--- config.mk ---
export PLATFORM = sky130hd
export DESIGN_NAME = instr_mem_loader
export DESIGN_NICKNAME = d
export VERILOG_FILES = /design/src/rtl/instr_mem_loader.sv
export SDC_FILE = /design/constraint.sdc
export NUM_CORES = 1
export LEC_CHECK = 0
export ABC_CLOCK_PERIOD_IN_PS = 2500
export BUFFER_PORTS_ARGS = -buffer_cell sky130_fd_sc_hd__buf_4
export CORE_UTILIZATION = 50
export DETAILED_ROUTE_END_ITERATION = 6
export PLACE_DENSITY = 0.67
export SYNTH_ARGS = -nofsm -noshare
export SYNTH_HDL_FRONTEND = slang
export SYNTH_SLANG_ARGS = --single-unit
--- constraint.sdc ---
create_clock -name clk -period 2.5 [get_ports clk]
set_input_delay 0.25 -clock clk [delete_from_list [all_inputs] [get_ports clk]]
set_output_delay 0.25 -clock clk [all_outputs]
set_load 0.01 [all_outputs]
--- src/rtl/instr_mem_loader.sv ---
// instr_mem_loader: RAM-backed instruction store. A streaming load port fills
// the RAM, and a registered fetch port reads it with a latency of one cycle.
// Any fetch outside the loaded program returns HALT_WORD and raises fetch_err.
// Optional feature macro: INSTR_MEM_PARITY_EN. It adds per-word even parity,
// the load_par_inj input and the sticky par_err output.
// state_dbg exposes the FSM state with these codes: 0=EMPTY, 1=LOAD, 2=READY.
//
// Handshake: load_valid has no ready. Every word presented with load_valid
// while loading, or together with load_start, is accepted in that cycle.
// fetch_req is always accepted. fetch_valid follows it exactly one cycle later.
module instr_mem_loader #(
  parameter int unsigned    DW        = 8,
  parameter int unsigned    AW        = 5,
  parameter int unsigned    DEPTH     = 32,
  parameter logic [DW-1:0]  HALT_WORD = 8'h0C
) (
  input  logic          clk,
  input  logic          rst_n,
  input  logic          load_start,
  input  logic          load_valid,
  input  logic [DW-1:0] load_data,
  input  logic          load_last,
`ifdef INSTR_MEM_PARITY_EN
  input  logic          load_par_inj,
  output logic          par_err,
`endif
  output logic          load_done,
  output logic          busy,
  output logic [AW:0]   prog_len,
  input  logic          fetch_req,
  input  logic [AW-1:0] fetch_addr,
  output logic          fetch_valid,
  output logic [DW-1:0] fetch_data,
  output logic          fetch_err,
  output logic [1:0]    state_dbg
);

  typedef enum logic [1:0] {
    ST_EMPTY = 2'd0,
    ST_LOAD  = 2'd1,
    ST_READY = 2'd2
  } state_t;

  localparam logic [AW-1:0] LAST_IDX = AW'(DEPTH - 1);
  localparam logic [AW:0]   DEPTH_W  = (AW+1)'(DEPTH);

  state_t        state_q, state_d;
  logic [AW-1:0] wptr_q, wptr_d;
  logic [AW:0]   prog_len_q, prog_len_d;
  logic          load_done_q, load_done_d;
  logic          busy_q, busy_d;
  logic          fetch_valid_q;
  logic [DW-1:0] fetch_data_q, fetch_data_d;
  logic          fetch_err_q, fetch_err_d;

  // The memory array has no reset. Words beyond prog_len are never returned.
  logic [DW-1:0] mem_q [DEPTH];

  logic          load_active;
  logic [AW-1:0] eff_wptr;
  logic          wr_en;
  logic          complete;
  logic          addr_ok;
  logic          fetch_hit;
  logic [DW-1:0] rd_word;

`ifdef INSTR_MEM_PARITY_EN
  logic          par_mem_q [DEPTH];
  logic          par_bad;
  logic          par_err_q, par_err_d;
`endif

  // Load path and FSM next state. load_start restarts the write pointer at 0,
  // so a word that arrives with it is written to address 0.
  always_comb begin
    state_d     = state_q;
    wptr_d      = wptr_q;
    prog_len_d  = prog_len_q;
    load_done_d = 1'b0;
    load_active = load_start || (state_q == ST_LOAD);
    eff_wptr    = load_start ? '0 : wptr_q;
    wr_en       = load_valid && load_active;
    complete    = wr_en && (load_last || (eff_wptr == LAST_IDX));
    if (load_start) begin
      state_d = ST_LOAD;
      wptr_d  = '0;
    end
    if (wr_en) begin
      wptr_d = eff_wptr + AW'(1);
    end
    if (complete) begin
      state_d     = ST_READY;
      prog_len_d  = {1'b0, eff_wptr} + (AW+1)'(1);
      load_done_d = 1'b1;
      wptr_d      = '0;
    end
    busy_d = (state_d == ST_LOAD);
  end

  // Fetch response. It is judged against the current (pre-edge) state, so any
  // fetch made while loading, including in the completion cycle, is invalid.
  always_comb begin
    addr_ok = (state_q == ST_READY) && ({1'b0, fetch_addr} < prog_len_q)
              && ({1'b0, fetch_addr} < DEPTH_W);
    rd_word = mem_q[fetch_addr];
`ifdef INSTR_MEM_PARITY_EN
    par_bad   = addr_ok && ((^rd_word) != par_mem_q[fetch_addr]);
    fetch_hit = addr_ok && !par_bad;
    par_err_d = load_start ? 1'b0 : (par_err_q || (fetch_req && par_bad));
`else
    fetch_hit = addr_ok;
`endif
    fetch_data_d = fetch_data_q;
    fetch_err_d  = fetch_err_q;
    if (fetch_req) begin
      fetch_data_d = fetch_hit ? rd_word : HALT_WORD;
      fetch_err_d  = !fetch_hit;
    end
  end

  // State and output registers.
  always_ff @(posedge clk or negedge rst_n) begin
    if (!rst_n) begin
      state_q       <= ST_EMPTY;
      wptr_q        <= '0;
      prog_len_q    <= '0;
      load_done_q   <= 1'b0;
      busy_q        <= 1'b0;
      fetch_valid_q <= 1'b0;
      fetch_data_q  <= HALT_WORD;
      fetch_err_q   <= 1'b0;
    end else begin
      state_q       <= state_d;
      wptr_q        <= wptr_d;
      prog_len_q    <= prog_len_d;
      load_done_q   <= load_done_d;
      busy_q        <= busy_d;
      fetch_valid_q <= fetch_req;
      fetch_data_q  <= fetch_data_d;
      fetch_err_q   <= fetch_err_d;
    end
  end

  // Memory write port.
  always_ff @(posedge clk) begin
    if (wr_en) begin
      mem_q[eff_wptr] <= load_data;
    end
  end

`ifdef INSTR_MEM_PARITY_EN
  // Parity store. load_par_inj flips the stored bit so an error can be forced.
  always_ff @(posedge clk) begin
    if (wr_en) begin
      par_mem_q[eff_wptr] <= (^load_data) ^ load_par_inj;
    end
  end

  // Sticky parity error flag. It clears on reset or on a new load.
  always_ff @(posedge clk or negedge rst_n) begin
    if (!rst_n) begin
      par_err_q <= 1'b0;
    end else begin
      par_err_q <= par_err_d;
    end
  end

  assign par_err = par_err_q;
`endif

  assign load_done   = load_done_q;
  assign busy        = busy_q;
  assign prog_len    = prog_len_q;
  assign fetch_valid = fetch_valid_q;
  assign fetch_data  = fetch_data_q;
  assign fetch_err   = fetch_err_q;
  assign state_dbg   = state_q;

endmodule
==> key figures <==
GRT
  • GRT Total Usage: between 20% and 30%
  • Total global routing overflow: 0
  • Vias in the first global route: 5957
  • Initial antenna violation count: 0
  • First-pass GRT wire length: 36500 µm
  • Largest net degree at the start of global routing: 33

Cells and area
  • Final Net Count: 689
  • Most common cell after layout, fill and taps aside: edfxtp_1
  • Final Instance Area: 0.0130 mm²
  • Layout area overhead: 17.0%
  • Filler cell count: about 1600
  • # diodes: 0
  • Commonest non-fill, non-tap cells in the layout: 256 x edfxtp_1, 86 x buf_4, 65 x mux4_2, 42 x nor2_1, 29 x clkbuf_16
  • Share of layout cells above drive strength 1: 29.6%

STA
  • Post-route minimum period: around 2.3 ns
  • Hold slack final: 0.0286 ns
  • Aggregate negative setup slack: 0 ns
  • Final slew viol count: 0
  • Setup WS post-layout: about 0.23 ns
  • Final hold vios: 0
  • Fin crit share: 90.8%
  • Clock skew: slightly below 0.007 ns
  • Final setup fails: 0
  • Max Fclk: 441 MHz
  • Unrepaired setup endpoints after global routing: no
  • Slew HR: 51.1%
  • Worst-margin pin slew: 0.731 ns

Detailed routing
  • Drt wl/cell: 24.8 µm
  • Routed vias/inst: between 5 and 6
  • DRT iter0 DRCs: 532
  • Via count: about 5700
  • Routed WL: around 24000 µm
  • Post-route DRC: 0
  • Routed Antenna Nets: 0
  • DR pass1 iterations: 5

Pwr
  • PwrDens: 772 mW/mm²
  • Worst vdd ir: about 600 µV
  • P_leak: 4.42 nW

Run
  • Max_cap viols: 0

Clock tree
  • CTS tree: yes
  • Clk pin slew, worst setup/hold paths: roughly 0.060 ns
  • Clock Sinks: about 280
  • H-tree Lvls: 1
  • Worst-skew pair later-pin latency: 0.54 ns
  • CTS root buffer: clkbuf_16
  • Setup bufs post-CTS: 0
  • Maximum buffer depth of the clock tree: 3
  • Post-CTS Resized: 0
  • TritonCTS Buffers: 29

Place
  • HPWL after detailed placement: 15300 µm
  • GP Congestion: between 0.8 and 0.9
  • I/O Buffers: 38
  • Placed Area: approximately 0.012 mm²
  • Setup WS pre-CTS: 0.174 ns

Yosys
  • Synthesized area per cell: 19.6 µm²
  • Post-Syn Nets: 595
  • Synth top area cells: edfxtp_1 69%, mux4_2 13%, dfrtp_1 5.2%
  • Largest area contributor in the netlist: edfxtp_1
  • Mapped cell area: roughly 0.011 mm²
  • Yosys top cell area share: about 69%
  • Yosys reg bits: 281
  • Yosys warnings: 0
  • Register area share after synthesis: 74.9%
  • Post-Synthesis Cells: 567
  • Distinct cell type count after synthesis: 40

Floorplanning
  • Die X: between 150 and 200 µm
  • # rows: 54
  • DIE AREA: between 0.02 and 0.025 mm²
  • CORE AREA: 0.0218 mm²
  • Die height: 151 µm
  • # IOs: 39
  • Initial Util: 50.9%

Critical path
  • Arr. time, crit path: 2.69 ns
  • Critical path data required time: between 2 and 3 ns
  • Crit-path max FO: 6
  • Path type of the worst setup path: reg2reg
  • CP endpoint kind: flop
  • Crit path launch type: flop

Worst hold path
  • Hold Path Class: in2reg

Status
  • Status: finished clean
cell type report:
class / count / area [µm²] / area share, %
Sequential cell: 281 / 8320 / 64.0
Multi-Input combinational cell: 245 / 2600 / 20.0
Tap cell: 280 / 350 / 2.70
Inverter: 12 / 45.0 / 0.347
Clock buffer: 33 / 741 / 5.70
Clock inverter: 17 / 206 / 1.59
Timing Repair Buffer: 92 / 736 / 5.66
through the flow:
step / std cells / power [mW] / util [%]
finish: 960 / 10.0 / 59.5
global placement: 907 / 5.81 / 55.1
detailed placement: 907 / 5.82 / 55.1
floorplan: 567 / 5.57 / -
CTS: 960 / 10.1 / 59.5
global route: 960 / 10.3 / 59.5
Yosys cell counts (all sizes together):
library cell / instances
edfxtp: 256
mux4: 65
nor2: 42
dfrtp: 23
nand2: 19
a22oi: 16
nor2b: 16
buf: 15
clkbuf: 14
inv: 12
o21ai: 12
ha: 9
nand3: 8
a21oi: 7
mux2i: 7
a211oi: 6
a221o: 6
mux2: 4
or3: 4
nand2b: 3
o21a: 3
dfstp: 2
o211a: 2
o211ai: 2
o21ba: 2
xor2: 2
a21boi: 1
and2: 1
and4b: 1
nand3b: 1
nor3: 1
nor4bb: 1
o2111ai: 1
o31ai: 1
o32ai: 1
o41ai: 1
kinds of logic after synthesis:
group / synth area share [%]
buf+inv: 1.75
xor+xnor: 0.158
flops: 74.9
fa+ha+maj: 1.01
compound gates: 3.95
simple gates: 4.07
mux: 14.2
where the power goes:
part	leakage (nW)	total, mW	switching [mW]	internal (mW)
clock network	0.456	4.30	1.69	2.61
registers	2.63	5.19	0.0231	5.17
logic	1.34	0.536	0.314	0.222
total	4.42	10.0	2.02	8.00
metal layers:
layer  part of all wire [%]  vias up  global-route usage (%)
li1                       -     2474                       -
met1                     43     2991                    32.8
met2                     48      242                    35.8
met3                    6.7       41                    2.95
met4                    2.4        0                    6.35
met5                      0        -                       0
critical path: stages (launching register included):
cell     delay [ns]
dfrtp_1        0.39
nor2b_1        0.18
ha_1           0.23
nand2_1        0.07
nor2_1         0.04
ha_1           0.22
o21ai_0        0.46
buf_4          0.24
mux2_2         0.33
what timing repair did:
| action | in CTS | in global routing |
|---|---|---|
| hold buffers | 3 | 0 |
| hold endpoints to repair | 28 | 0 |
| setup endpoints to repair | 0 | 0 |
path summary, 6_finish.rpt:
check	slack [ns]	end	start	cells past startpoint
max	0.23	prog_len[4]$_DFFE_PN0P_	wptr_q[0]$_DFF_PN0_	8
min in group asynchronous	0.17	state_dbg[1]$_DFF_PN0_	rst_n	2
min reg2reg	0.53	fetch_err$_DFFE_PN0P_	fetch_err$_DFFE_PN0P_	2
max in group asynchronous	2.02	fetch_data[3]$_DFFE_PN1P_	rst_n	2
min	0.03	wptr_q[2]$_DFF_PN0_	load_last	4
max reg2reg	0.23	prog_len[4]$_DFFE_PN0P_	wptr_q[0]$_DFF_PN0_	8
state kept, by name, indices dropped and copies added, names as in the netlist:
| name | flops |
|---|---|
| wptr_q | 5 |
| mem_q | 256 |
| fetch_data | 8 |
| fetch_err | 1 |
| busy | 1 |
| load_done | 1 |
| prog_len | 6 |
| state_dbg | 2 |
| fetch_valid | 1 |
No activity file was read; power rests on OpenSTA's default activity.
